<file path="src/rtl/alu_pipe_if.sv">
// Issue/writeback handshake bundle for alu_pipe: producer drives the in_* side,
// consumer drives out_ready; the ALU is the slave on both.
interface alu_pipe_if #(
    parameter int XLEN  = 32,
    parameter int TAG_W = 4
) ();
    logic             in_valid;
    logic             in_ready;
    logic [3:0]       in_op;
    logic [XLEN-1:0]  op1;
    logic [XLEN-1:0]  op2;
    logic [TAG_W-1:0] in_tag;
    logic             out_valid;
    logic             out_ready;
    logic [XLEN-1:0]  result;
    logic [TAG_W-1:0] out_tag;
    logic [3:0]       flags;

    modport master (
        output in_valid, in_op, op1, op2, in_tag, out_ready,
        input  in_ready, out_valid, result, out_tag, flags
    );

    modport slave (
        input  in_valid, in_op, op1, op2, in_tag, out_ready,
        output in_ready, out_valid, result, out_tag, flags
    );
endinterface

</file>
<file path="src/rtl/alu_pipe.sv">
// Elastic in-order ALU pipeline: ALU evaluated on entry, PIPE_STAGES register
// stages, final stage hosts a restoring divider that stalls the pipe while iterating.
module alu_pipe #(
    parameter int XLEN        = 32,
    parameter int PIPE_STAGES = 2,
    parameter int TAG_W       = 4
) (
    input  logic     clk,
    input  logic     rst,
    alu_pipe_if.slave bus
);
    localparam int P   = PIPE_STAGES;
    localparam int SHW = $clog2(XLEN);
    localparam int M   = XLEN - 1;

    localparam logic [1:0] S_IDLE = 2'd0;
    localparam logic [1:0] S_HOLD = 2'd1;
    localparam logic [1:0] S_DIV  = 2'd2;

    typedef struct packed {
        logic             is_div;
        logic             is_rem;
        logic [3:0]       flags;
        logic [TAG_W-1:0] tag;
        logic [XLEN-1:0]  res;
        logic [XLEN-1:0]  opb;
    } payload_t;

    // Index 0 is the combinational entry point; P-1 feeds the final stage.
    logic     w_vld  [0:P-1];
    payload_t w_data [0:P-1];
    logic     w_take [1:P];

    payload_t        w_alu;
    logic [XLEN:0]   w_sum;
    logic [XLEN:0]   w_dif;

    assign w_sum = {1'b0, bus.op1} + {1'b0, bus.op2};
    assign w_dif = {1'b0, bus.op1} + {1'b0, ~bus.op2} + (XLEN+1)'(1);

    always_comb begin
        w_alu     = '0;
        w_alu.tag = bus.in_tag;
        w_alu.opb = bus.op2;
        case (bus.in_op)
            4'd0: begin
                w_alu.res      = w_sum[M:0];
                w_alu.flags[1] = w_sum[XLEN];
                w_alu.flags[2] = (bus.op1[M] == bus.op2[M]) && (w_sum[M] != bus.op1[M]);
            end
            4'd1: begin
                w_alu.res      = w_dif[M:0];
                w_alu.flags[1] = w_dif[XLEN];
                w_alu.flags[2] = (bus.op1[M] != bus.op2[M]) && (w_dif[M] != bus.op1[M]);
            end
            4'd2:  w_alu.res = bus.op1 & bus.op2;
            4'd3:  w_alu.res = bus.op1 | bus.op2;
            4'd4:  w_alu.res = bus.op1 ^ bus.op2;
            4'd5:  w_alu.res = bus.op1 << bus.op2[SHW-1:0];
            4'd6:  w_alu.res = bus.op1 >> bus.op2[SHW-1:0];
            4'd7:  w_alu.res = $unsigned($signed(bus.op1) >>> bus.op2[SHW-1:0]);
            4'd8:  w_alu.res = {{(XLEN-1){1'b0}}, $signed(bus.op1) < $signed(bus.op2)};
            4'd9:  w_alu.res = {{(XLEN-1){1'b0}}, bus.op1 < bus.op2};
            4'd10: w_alu.res = bus.op1 * bus.op2;
            4'd11: begin
                w_alu.is_div = 1'b1;
                w_alu.res    = bus.op1;
            end
            4'd12: begin
                w_alu.is_div = 1'b1;
                w_alu.is_rem = 1'b1;
                w_alu.res    = bus.op1;
            end
            default: w_alu.flags[3] = 1'b1;
        endcase
        // Divide zero flag is only known once the divider finishes.
        if (!w_alu.flags[3] && !w_alu.is_div)
            w_alu.flags[0] = (w_alu.res == '0);
    end

    assign w_vld[0]     = bus.in_valid;
    assign w_data[0]    = w_alu;
    assign bus.in_ready = rst & w_take[1];

    genvar gi;
    generate
        for (gi = 1; gi < P; gi++) begin : g_stage
            logic     r_vld;
            payload_t r_data;

            always_ff @(posedge clk) begin
                if (!rst) begin
                    r_vld  <= 1'b0;
                    r_data <= '0;
                end else if (w_take[gi]) begin
                    r_vld  <= w_vld[gi-1];
                    r_data <= w_data[gi-1];
                end
            end

            assign w_take[gi] = !r_vld || w_take[gi+1];
            assign w_vld[gi]  = r_vld;
            assign w_data[gi] = r_data;
        end
    endgenerate

    logic [1:0]       r_state;
    logic [XLEN-1:0]  r_res;
    logic [3:0]       r_flags;
    logic [TAG_W-1:0] r_tag;
    logic [XLEN-1:0]  r_quo;
    logic [XLEN-1:0]  r_rem;
    logic [XLEN-1:0]  r_dvs;
    logic             r_is_rem;
    logic [SHW-1:0]   r_cnt;

    logic             w_fin_load;
    logic [XLEN:0]    w_shift;
    logic [XLEN:0]    w_trial;
    logic             w_ge;
    logic [XLEN-1:0]  w_rem_nx;
    logic [XLEN-1:0]  w_quo_nx;
    logic [XLEN-1:0]  w_div_res;

    assign w_take[P]  = (r_state == S_IDLE) || ((r_state == S_HOLD) && bus.out_ready);
    assign w_fin_load = w_vld[P-1] && w_take[P];

    // Restoring step: quotient register doubles as the dividend shifter.
    assign w_shift   = {r_rem, r_quo[M]};
    assign w_trial   = w_shift - {1'b0, r_dvs};
    assign w_ge      = !w_trial[XLEN];
    assign w_rem_nx  = w_ge ? w_trial[M:0] : w_shift[M:0];
    assign w_quo_nx  = {r_quo[M-1:0], w_ge};
    assign w_div_res = r_is_rem ? w_rem_nx : w_quo_nx;

    always_ff @(posedge clk) begin
        if (!rst) begin
            r_state  <= S_IDLE;
            r_res    <= '0;
            r_flags  <= '0;
            r_tag    <= '0;
            r_quo    <= '0;
            r_rem    <= '0;
            r_dvs    <= '0;
            r_is_rem <= 1'b0;
            r_cnt    <= '0;
        end else if (r_state == S_DIV) begin
            r_rem <= w_rem_nx;
            r_quo <= w_quo_nx;
            r_cnt <= r_cnt - 1'b1;
            if (r_cnt == '0) begin
                r_state <= S_HOLD;
                r_res   <= w_div_res;
                r_flags <= {3'b000, w_div_res == '0};
            end
        end else if (w_fin_load) begin
            r_tag <= w_data[P-1].tag;
            if (w_data[P-1].is_div) begin
                r_state  <= S_DIV;
                r_quo    <= w_data[P-1].res;
                r_rem    <= '0;
                r_dvs    <= w_data[P-1].opb;
                r_is_rem <= w_data[P-1].is_rem;
                r_cnt    <= SHW'(XLEN - 1);
            end else begin
                r_state <= S_HOLD;
                r_res   <= w_data[P-1].res;
                r_flags <= w_data[P-1].flags;
            end
        end else if ((r_state == S_HOLD) && bus.out_ready) begin
            r_state <= S_IDLE;
        end
    end

    assign bus.out_valid = (r_state == S_HOLD);
    assign bus.result    = r_res;
    assign bus.out_tag   = r_tag;
    assign bus.flags     = r_flags;
endmodule

</file>
<file path="src/flat_wrapper.sv">
// flat-port wrapper written by rule: the top's interface ports become plain ports
module alu_pipe_flat 
#(
    parameter int XLEN        = 32,
    parameter int PIPE_STAGES = 2,
    parameter int TAG_W       = 4
)
  (clk, rst, bus_in_valid, bus_in_op, bus_op1, bus_op2, bus_in_tag, bus_out_ready, bus_in_ready, bus_out_valid, bus_result, bus_out_tag, bus_flags);
  alu_pipe_if #(.XLEN(XLEN), .TAG_W(TAG_W)) bus_i ();
  input  logic clk;
  input  logic rst;
  input wire logic [$bits(bus_i.in_valid)-1:0] bus_in_valid;
  input wire logic [$bits(bus_i.in_op)-1:0] bus_in_op;
  input wire logic [$bits(bus_i.op1)-1:0] bus_op1;
  input wire logic [$bits(bus_i.op2)-1:0] bus_op2;
  input wire logic [$bits(bus_i.in_tag)-1:0] bus_in_tag;
  input wire logic [$bits(bus_i.out_ready)-1:0] bus_out_ready;
  output wire logic [$bits(bus_i.in_ready)-1:0] bus_in_ready;
  output wire logic [$bits(bus_i.out_valid)-1:0] bus_out_valid;
  output wire logic [$bits(bus_i.result)-1:0] bus_result;
  output wire logic [$bits(bus_i.out_tag)-1:0] bus_out_tag;
  output wire logic [$bits(bus_i.flags)-1:0] bus_flags;
  assign bus_i.in_valid = bus_in_valid;
  assign bus_i.in_op = bus_in_op;
  assign bus_i.op1 = bus_op1;
  assign bus_i.op2 = bus_op2;
  assign bus_i.in_tag = bus_in_tag;
  assign bus_i.out_ready = bus_out_ready;
  assign bus_in_ready = bus_i.in_ready;
  assign bus_out_valid = bus_i.out_valid;
  assign bus_result = bus_i.result;
  assign bus_out_tag = bus_i.out_tag;
  assign bus_flags = bus_i.flags;
  alu_pipe #(.XLEN(XLEN), .PIPE_STAGES(PIPE_STAGES), .TAG_W(TAG_W)) u_core (.clk(clk), .rst(rst), .bus(bus_i));
endmodule
</file>
<file path="config.mk">
export PLATFORM = sky130hd
export DESIGN_NAME = alu_pipe_flat
export DESIGN_NICKNAME = d
export VERILOG_FILES = /design/src/rtl/alu_pipe_if.sv /design/src/rtl/alu_pipe.sv /design/src/flat_wrapper.sv
export SDC_FILE = /design/constraint.sdc
export NUM_CORES = 2
export LEC_CHECK = 0
export ABC_AREA = 1
export BUFFER_PORTS_ARGS = -buffer_cell sky130_fd_sc_hd__buf_2
export CAP_MARGIN = 30
export CORE_MARGIN = 4
export CORE_UTILIZATION = 40
export CTS_BUF_LIST = sky130_fd_sc_hd__clkbuf_2 sky130_fd_sc_hd__clkbuf_4 sky130_fd_sc_hd__clkbuf_8
export CTS_CLUSTER_SIZE = 25
export DETAILED_ROUTE_END_ITERATION = 8
export GPL_ROUTABILITY_DRIVEN = 0
export GPL_TIMING_DRIVEN = 0
export PLACE_DENSITY = 0.64
export SETUP_SLACK_MARGIN = 0.2
export SYNTH_ARGS = -nofsm -noshare
export SYNTH_HDL_FRONTEND = slang
export SYNTH_SLANG_ARGS = --single-unit
</file>
<file path="constraint.sdc">
create_clock -name clk -period 24.2 [get_ports clk]
set_clock_uncertainty 0.15 [all_clocks]
set_input_delay 4.84 -clock clk [delete_from_list [all_inputs] [get_ports clk]]
set_output_delay 4.84 -clock clk [all_outputs]
set_load 0.05 [all_outputs]
</file>
### Word-level counts from Yosys, hierarchy flattened

Index checks and enable logic that the tools add are counted.

* add/subtract/negate cells: 5
* magnitude comparators: 2
* mux-type cells: 30
* reductions and logical operators: 25
* shift-type cells: 3
* bitwise operators: 6
* equality and inequality tests: 20
* multiply operators: 1

Operators by type and width (count)
* two-way mux 32 bit: 12
* case mux 32 bit (12 select lines): 1
* adder 32 x 32 -> 33 bit: 2
* zero test 32 bit: 2
* < comparator 32 bit: 2
* adder 33 x 1 -> 33 bit (second input constant): 1
* subtractor 33 x 32 -> 33 bit: 1
* AND 32 bit: 1
* multiplier 32 x 32 -> 32 bit: 1
* NOT 32 bit: 1
* bitwise OR 32 bit: 1
* << shifter 32 x 5 -> 32 bit: 1
* right shift 32 x 5 -> 32 bit: 1
* >>> shifter 32 x 5 -> 32 bit: 1
* XOR 32 bit: 1
* equality test 4 bit (second input constant): 5
* equality test 4 x 3 -> 1 bit (second input constant): 4
* two-way mux 4 bit: 4
* two-way mux 5 bit: 3
* OR reduction 13 bit: 1
* two-way mux 2 bit: 5
* equality test 4 x 2 -> 1 bit (second input constant): 2
* AND reduction 2 bit: 3
* AND reduction 3 bit: 2
* other kinds (20): 34

* bits in registers: 219
* logic and storage cells: 108
* output and inout bits: 42
* input port bits: 76

### Depth between registers and ports, before layout

* word-level depth: 6
* mapped depth: 39
* mapped depth without buffers: 35

### Worst setup path after synthesis

OpenSTA, ideal clock, no wires.

* path kind: input port to flip-flop
* start: in bus_op2[2]
* end: reg u_core.g_stage[1].r_data[68] (netlist bit)
* arrival time: 12.001 ns
* data required time: 23.979 ns
* cell stages on the path: 36
* setup time: 0.071 ns
* path slack: 11.979 ns
* path buffers: 5
* cells stage by stage: buf_4 > clkbuf_1 > clkbuf_1 > clkbuf_1 > clkbuf_1 > nand2_1 > inv_1 > fa_1 > inv_1 > fa_1 > fa_1 > fa_1 > inv_1 > fa_1 > inv_1 > fa_1 > inv_1 > fa_1 > fa_1 > ha_1 > nand2_1 > nand2_1 > a21boi_0 > o21ai_0 > a21oi_1 > nand2_1 > or2_2 > nand3_1 > nand4_1 > nand2_1 > nand2_1 > nor2_1 > nand2_1 > nor2_1 > nand4_1 > a21oi_1

* longest elaborated chain between the ends: 6
* elaborated cells between the ends (all ways): 16
* classes of those cells: 3 x add/sub; 1 x mul; 2 x order compare; 3 x shift; 2 x mux; 4 x bitwise; 1 x reduce/logical

RTL lines
* start: declaration: RTL line flat_wrapper.sv:15 `input wire logic [$bits(bus_i.op2)-1:0] bus_op2;`
* branches (longest 3 deep; another with multiplier 32 x 32 -> 32 bit)
* case mux 32 bit (12 select lines) (*): RTL line alu_pipe.sv:45 `case (bus.in_op)`
* zero test 32 bit (*): RTL line alu_pipe.sv:78 `w_alu.flags[0] = (w_alu.res == '0);`
* two-way mux 1 bit (*): RTL line alu_pipe.sv:77 `if (!w_alu.flags[3] && !w_alu.is_div)`
* end signal: assignment: RTL line alu_pipe.sv:97 `r_data <= w_data[gi-1];`
* end: declaration: RTL line alu_pipe.sv:89 `payload_t r_data;`

Mark *: on every way between the ends.
A chain may end at the register's enable or synchronous reset.

### Worst setup path in the final report

Ends and elaborated chain as after synthesis.

==> report_table.html <==
<table>
<tr><th>Metric</th><th>Value</th></tr>
<tr><th colspan="2">Global routing</th></tr>
<tr><td>Global Route Usage Sum</td><td>33.50%</td></tr>
<tr><td>Total congestion overflow after global routing</td><td>0</td></tr>
<tr><td>Maximum number of pins on one net before global-route repair</td><td>12</td></tr>
<tr><td>First-pass GRT wire length</td><td>250.7 mm</td></tr>
<tr><td>Number of global-route vias before repair</td><td>40360</td></tr>
<tr><td>Number of antenna violations at the first check in global routing</td><td>15</td></tr>
<tr><th colspan="2">Worst setup path</th></tr>
<tr><td>Data required time at the worst endpoint</td><td>24.53 ns</td></tr>
<tr><td>Launching element type of the critical path</td><td>input pin</td></tr>
<tr><td>Maximum cell stage delay along the critical path</td><td>0.83 ns</td></tr>
<tr><td>Kind of cell adding the most delay to the critical path</td><td>adder cells</td></tr>
<tr><td>Count of buffer and inverter cells on the critical path</td><td>10</td></tr>
<tr><td>Critical-path top delay cell</td><td>sky130_fd_sc_hd__o21ai_0</td></tr>
<tr><td>CP endpoint kind</td><td>flip-flop</td></tr>
<tr><td>Highest net fanout along the worst path</td><td>10</td></tr>
<tr><td>Startpoint-to-endpoint class of the critical path</td><td>in2reg</td></tr>
<tr><td>Cell type with the highest occurrence count on the critical path</td><td>sky130_fd_sc_hd__fa_1</td></tr>
<tr><td>Data arrival time of the critical path</td><td>14.86 ns</td></tr>
<tr><th colspan="2">Synthesis</th></tr>
<tr><td>Total nets after synthesis</td><td>6647</td></tr>
<tr><td>Number of enable flip-flop cells after synthesis</td><td>0</td></tr>
<tr><td>Sequential fraction of the synthesis area</td><td>11.56%</td></tr>
<tr><td>Synth top area share</td><td>21.69%</td></tr>
<tr><td>Main area contributors after synthesis</td><td>sky130_fd_sc_hd__fa_1, sky130_fd_sc_hd__nand2_1, sky130_fd_sc_hd__dfxtp_1, sky130_fd_sc_hd__inv_1, sky130_fd_sc_hd__ha_1</td></tr>
<tr><td>Post-synthesis cell count</td><td>5901</td></tr>
<tr><td>Syn Std Cell Area</td><td>37940 um^2</td></tr>
<tr><td>Post-synthesis sequential element count</td><td>219</td></tr>
<tr><td>Yosys warnings</td><td>0</td></tr>
<tr><td>Count of distinct cell types in the synthesized netlist</td><td>55</td></tr>
<tr><td>Avg Synthesized Cell Area</td><td>6.429 um^2</td></tr>
<tr><td>Ys async rst share</td><td>0%</td></tr>
<tr><td>Top flip-flop cell by instance count after synthesis</td><td>sky130_fd_sc_hd__dfxtp_1</td></tr>
<tr><td>Cell accounting for the most synthesized area</td><td>sky130_fd_sc_hd__fa_1</td></tr>
<tr><th colspan="2">STA</th></tr>
<tr><td>Endpoints failing hold</td><td>0</td></tr>
<tr><td>Summed negative setup slack over all endpoints</td><td>0 ns</td></tr>
<tr><td>Number of pins with negative max-slew slack in the final report</td><td>0</td></tr>
<tr><td>Achievable Freq</td><td>0.06879 GHz</td></tr>
<tr><td>Final setup violation count</td><td>0</td></tr>
<tr><td>Relative slew slack</td><td>28.61%</td></tr>
<tr><td>Smallest setup slack after layout</td><td>9.664 ns</td></tr>
<tr><td>Worst Tran Pin Value</td><td>1.071 ns</td></tr>
<tr><td>Post-route minimum period</td><td>14.54 ns</td></tr>
<tr><td>Share of the cycle needed by the critical path after routing</td><td>60.07%</td></tr>
<tr><td>RSZ-0062 raised after global routing</td><td>no</td></tr>
<tr><th colspan="2">Clock tree</th></tr>
<tr><td>Hold-fix buffer count after cts</td><td>0</td></tr>
<tr><td>Clock sink count</td><td>219</td></tr>
<tr><td>Number of H-tree branching levels</td><td>2</td></tr>
<tr><td>Clock Tree Buf Depth</td><td>3</td></tr>
<tr><td>Clock tree from TritonCTS</td><td>built</td></tr>
<tr><td>Number of setup buffers added after CTS</td><td>0</td></tr>
<tr><td>Clock transition at the register clock pins on the worst setup and hold paths after CTS</td><td>0.06 ns</td></tr>
<tr><td>Clock latency reported for the late side of the worst-skew pair</td><td>0.56 ns</td></tr>
<tr><td>Cell at the root of the clock tree</td><td>sky130_fd_sc_hd__clkbuf_8</td></tr>
<tr><td>Clock buffer count from CTS</td><td>40</td></tr>
<tr><td>Post_cts resized</td><td>0</td></tr>
<tr><th colspan="2">Floorplan</th></tr>
<tr><td>Floorplan Core Area</td><td>93750 um^2</td></tr>
<tr><td>Boundary pin count</td><td>118</td></tr>
<tr><td>Site Rows</td><td>112</td></tr>
<tr><td>Die extent in y</td><td>316.0 um</td></tr>
<tr><td>Effective utilization at floorplan</td><td>40.46%</td></tr>
<tr><td>Area of the die</td><td>99830 um^2</td></tr>
<tr><td>Die boundary width</td><td>316.0 um</td></tr>
<tr><th colspan="2">Final layout</th></tr>
<tr><td>Post-synthesis to final-layout area growth</td><td>8.054%</td></tr>
<tr><td>Final Net Count</td><td>6810</td></tr>
<tr><td>Most common cell after layout, fill and taps aside</td><td>sky130_fd_sc_hd__nand2_1</td></tr>
<tr><td>Final cell count without fillers</td><td>7347</td></tr>
<tr><td>Commonest cells after routing, fill and taps aside</td><td>sky130_fd_sc_hd__nand2_1, sky130_fd_sc_hd__inv_1, sky130_fd_sc_hd__a21oi_1</td></tr>
<tr><td>Share of post-route cells with drive strength above 1</td><td>5.471%</td></tr>
<tr><td>Final Util</td><td>43.72%</td></tr>
<tr><th colspan="2">Place</th></tr>
<tr><td>Dpl hpwl</td><td>141.4 mm</td></tr>
<tr><td>Placed cell count</td><td>7271</td></tr>
<tr><td>PortBufs</td><td>114</td></tr>
<tr><td>Worst-case setup slack after placement</td><td>9.511 ns</td></tr>
<tr><th colspan="2">Status</th></tr>
<tr><td>Result of the run</td><td>finished with violations</td></tr>
<tr><td>Violated checks</td><td>DRC</td></tr>
<tr><th colspan="2">Job</th></tr>
<tr><td>Max-cap viol count</td><td>0</td></tr>
<tr><th colspan="2">Routing</th></tr>
<tr><td>Post-DR vias/cell</td><td>5.814</td></tr>
<tr><td>Router iterations before antenna repair</td><td>9</td></tr>
<tr><td>Total wirelength of the detailed-routed design</td><td>171.9 mm</td></tr>
<tr><td>Number of DRC violations after detailed routing</td><td>63</td></tr>
<tr><td>Number of DRC markers in iteration 0</td><td>6823</td></tr>
<tr><td>DR vias</td><td>42710</td></tr>
<tr><td>Routed len/inst</td><td>23.39 um</td></tr>
<tr><td>Number of nets with antenna violations after routing</td><td>0</td></tr>
<tr><th colspan="2">Hold path</th></tr>
<tr><td>Min-Delay Path Class</td><td>reg2reg</td></tr>
</table>
## cell usage after synthesis, drive strengths merged, types with 2 or more instances
cell / count
a211oi: 8
a21boi: 13
a21o: 13
a21oi: 430
a221oi: 12
a22oi: 3
a311oi: 2
a31oi: 46
and2: 2
buf: 80
clkbuf: 225
clkinv: 6
dfxtp: 219
fa: 411
ha: 259
inv: 1130
mux2i: 10
nand2: 1585
nand3: 363
nand3b: 14
nand4: 62
nor2: 311
nor3: 26
nor4: 2
o2111ai: 2
o211ai: 40
o21a: 11
o21ai: 449
o21bai: 23
o221ai: 6
o22ai: 28
o31ai: 5
or2: 55
xnor2: 18
xor2: 27
## worst reg2reg max path, stage by stage (launching register included)
cell and delay [ns]:
sky130_fd_sc_hd__dfxtp_1 0.36, sky130_fd_sc_hd__inv_1 0.05, sky130_fd_sc_hd__ha_1 0.21, sky130_fd_sc_hd__inv_1 0.10, sky130_fd_sc_hd__fa_1 0.25, sky130_fd_sc_hd__nand2_1 0.08
sky130_fd_sc_hd__o21ai_2 0.19, sky130_fd_sc_hd__nand2_2 0.07, sky130_fd_sc_hd__nand2_2 0.13, sky130_fd_sc_hd__nand2_1 0.08, sky130_fd_sc_hd__nand2_2 0.11, sky130_fd_sc_hd__nand3_2 0.14
sky130_fd_sc_hd__nand3_1 0.17, sky130_fd_sc_hd__nand2_4 0.10, sky130_fd_sc_hd__buf_6 0.16, sky130_fd_sc_hd__nand2_1 0.08, sky130_fd_sc_hd__nand3_1 0.21, sky130_fd_sc_hd__o21ai_1 0.19
sky130_fd_sc_hd__nand2_1 0.08, sky130_fd_sc_hd__nor2_1 0.11, sky130_fd_sc_hd__nand2_1 0.06, sky130_fd_sc_hd__nor2_1 0.11, sky130_fd_sc_hd__nand3_1 0.09, sky130_fd_sc_hd__nand2_1 0.06
sky130_fd_sc_hd__nand2_1 0.09, sky130_fd_sc_hd__a21oi_2 0.12
## path summary, 6_finish.rpt
path	slack (ns)	start	end	cells past startpoint
worst min-delay path	0.31	u_core.g_stage[1].r_data[65]$_SDFFE_PN0N_	u_core.bus.out_tag[1]$_SDFFE_PN0P_	2
worst max register to register	20.56	u_core.r_quo[31]$_SDFFE_PN0P_	u_core.bus.flags[0]$_SDFFE_PN0P_	25
worst min register to register	0.31	u_core.g_stage[1].r_data[65]$_SDFFE_PN0N_	u_core.bus.out_tag[1]$_SDFFE_PN0P_	2
worst max-delay path	9.66	bus_op2[2]	u_core.g_stage[1].r_data[68]$_SDFFE_PN0N_	34
## area by class of cell
| class | instances | area [um^2] |
|---|---|---|
| fill | 10070 | 52760 |
| multi-input combinational | 4241 | 28000 |
| sequential | 219 | 4384 |
| inverter | 1136 | 4264 |
| tap | 1254 | 1569 |
| buffer | 305 | 1286 |
| clock buffer | 56 | 714.4 |
| timing repair buffer | 121 | 668.1 |
| clock inverter | 9 | 88.84 |
| antenna | 6 | 15.01 |
## through the flow
| stage | area [um^2] | hold slack, ns |
|---|---|---|
| floorplan | 37940 | 0.2853 |
| detailed placement | 40100 | 0.3000 |
| finish | 40990 | 0.3095 |
| global placement | 40070 | 0.2995 |
| global route | 40980 | 0.3374 |
| CTS | 40900 | 0.3085 |
## per-layer routing
layer	wire length [um]	GRT usage (%)	up-vias
met4	14320	20.79	14
met3	25310	11.94	850
li1	-	-	18770
met2	68200	48.52	3205
met5	88	0	-
met1	63940	42.46	19870
## kinds of logic (layout without fill, tap and decap cells)
kind of cell	count (synthesis)	after routing	share of synthesized area, %
flops	219	219	11.56
xor+xnor	45	45	1.039
buf+inv	1441	1627	14.63
compound gates	1095	1095	15.86
mux	10	10	0.2639
fa+ha+maj	670	670	30.23
other cells	0	6	0
simple gates	2421	2421	26.41
## flip-flops by register name (all words and copies together), names as in the netlist
signal,flops
u_core.r_state,2
u_core.r_dvs,32
u_core.r_cnt,5
u_core.g_stage.r_vld,1
u_core.bus.out_tag,4
u_core.r_quo,32
u_core.bus.result,32
u_core.bus.flags,4
u_core.r_rem,32
u_core.g_stage.r_data,74
u_core.r_is_rem,1
Power is left out: the tool's default activity adds up to more than one toggle a clock period on the data nets, which glitch-free logic cannot reach.
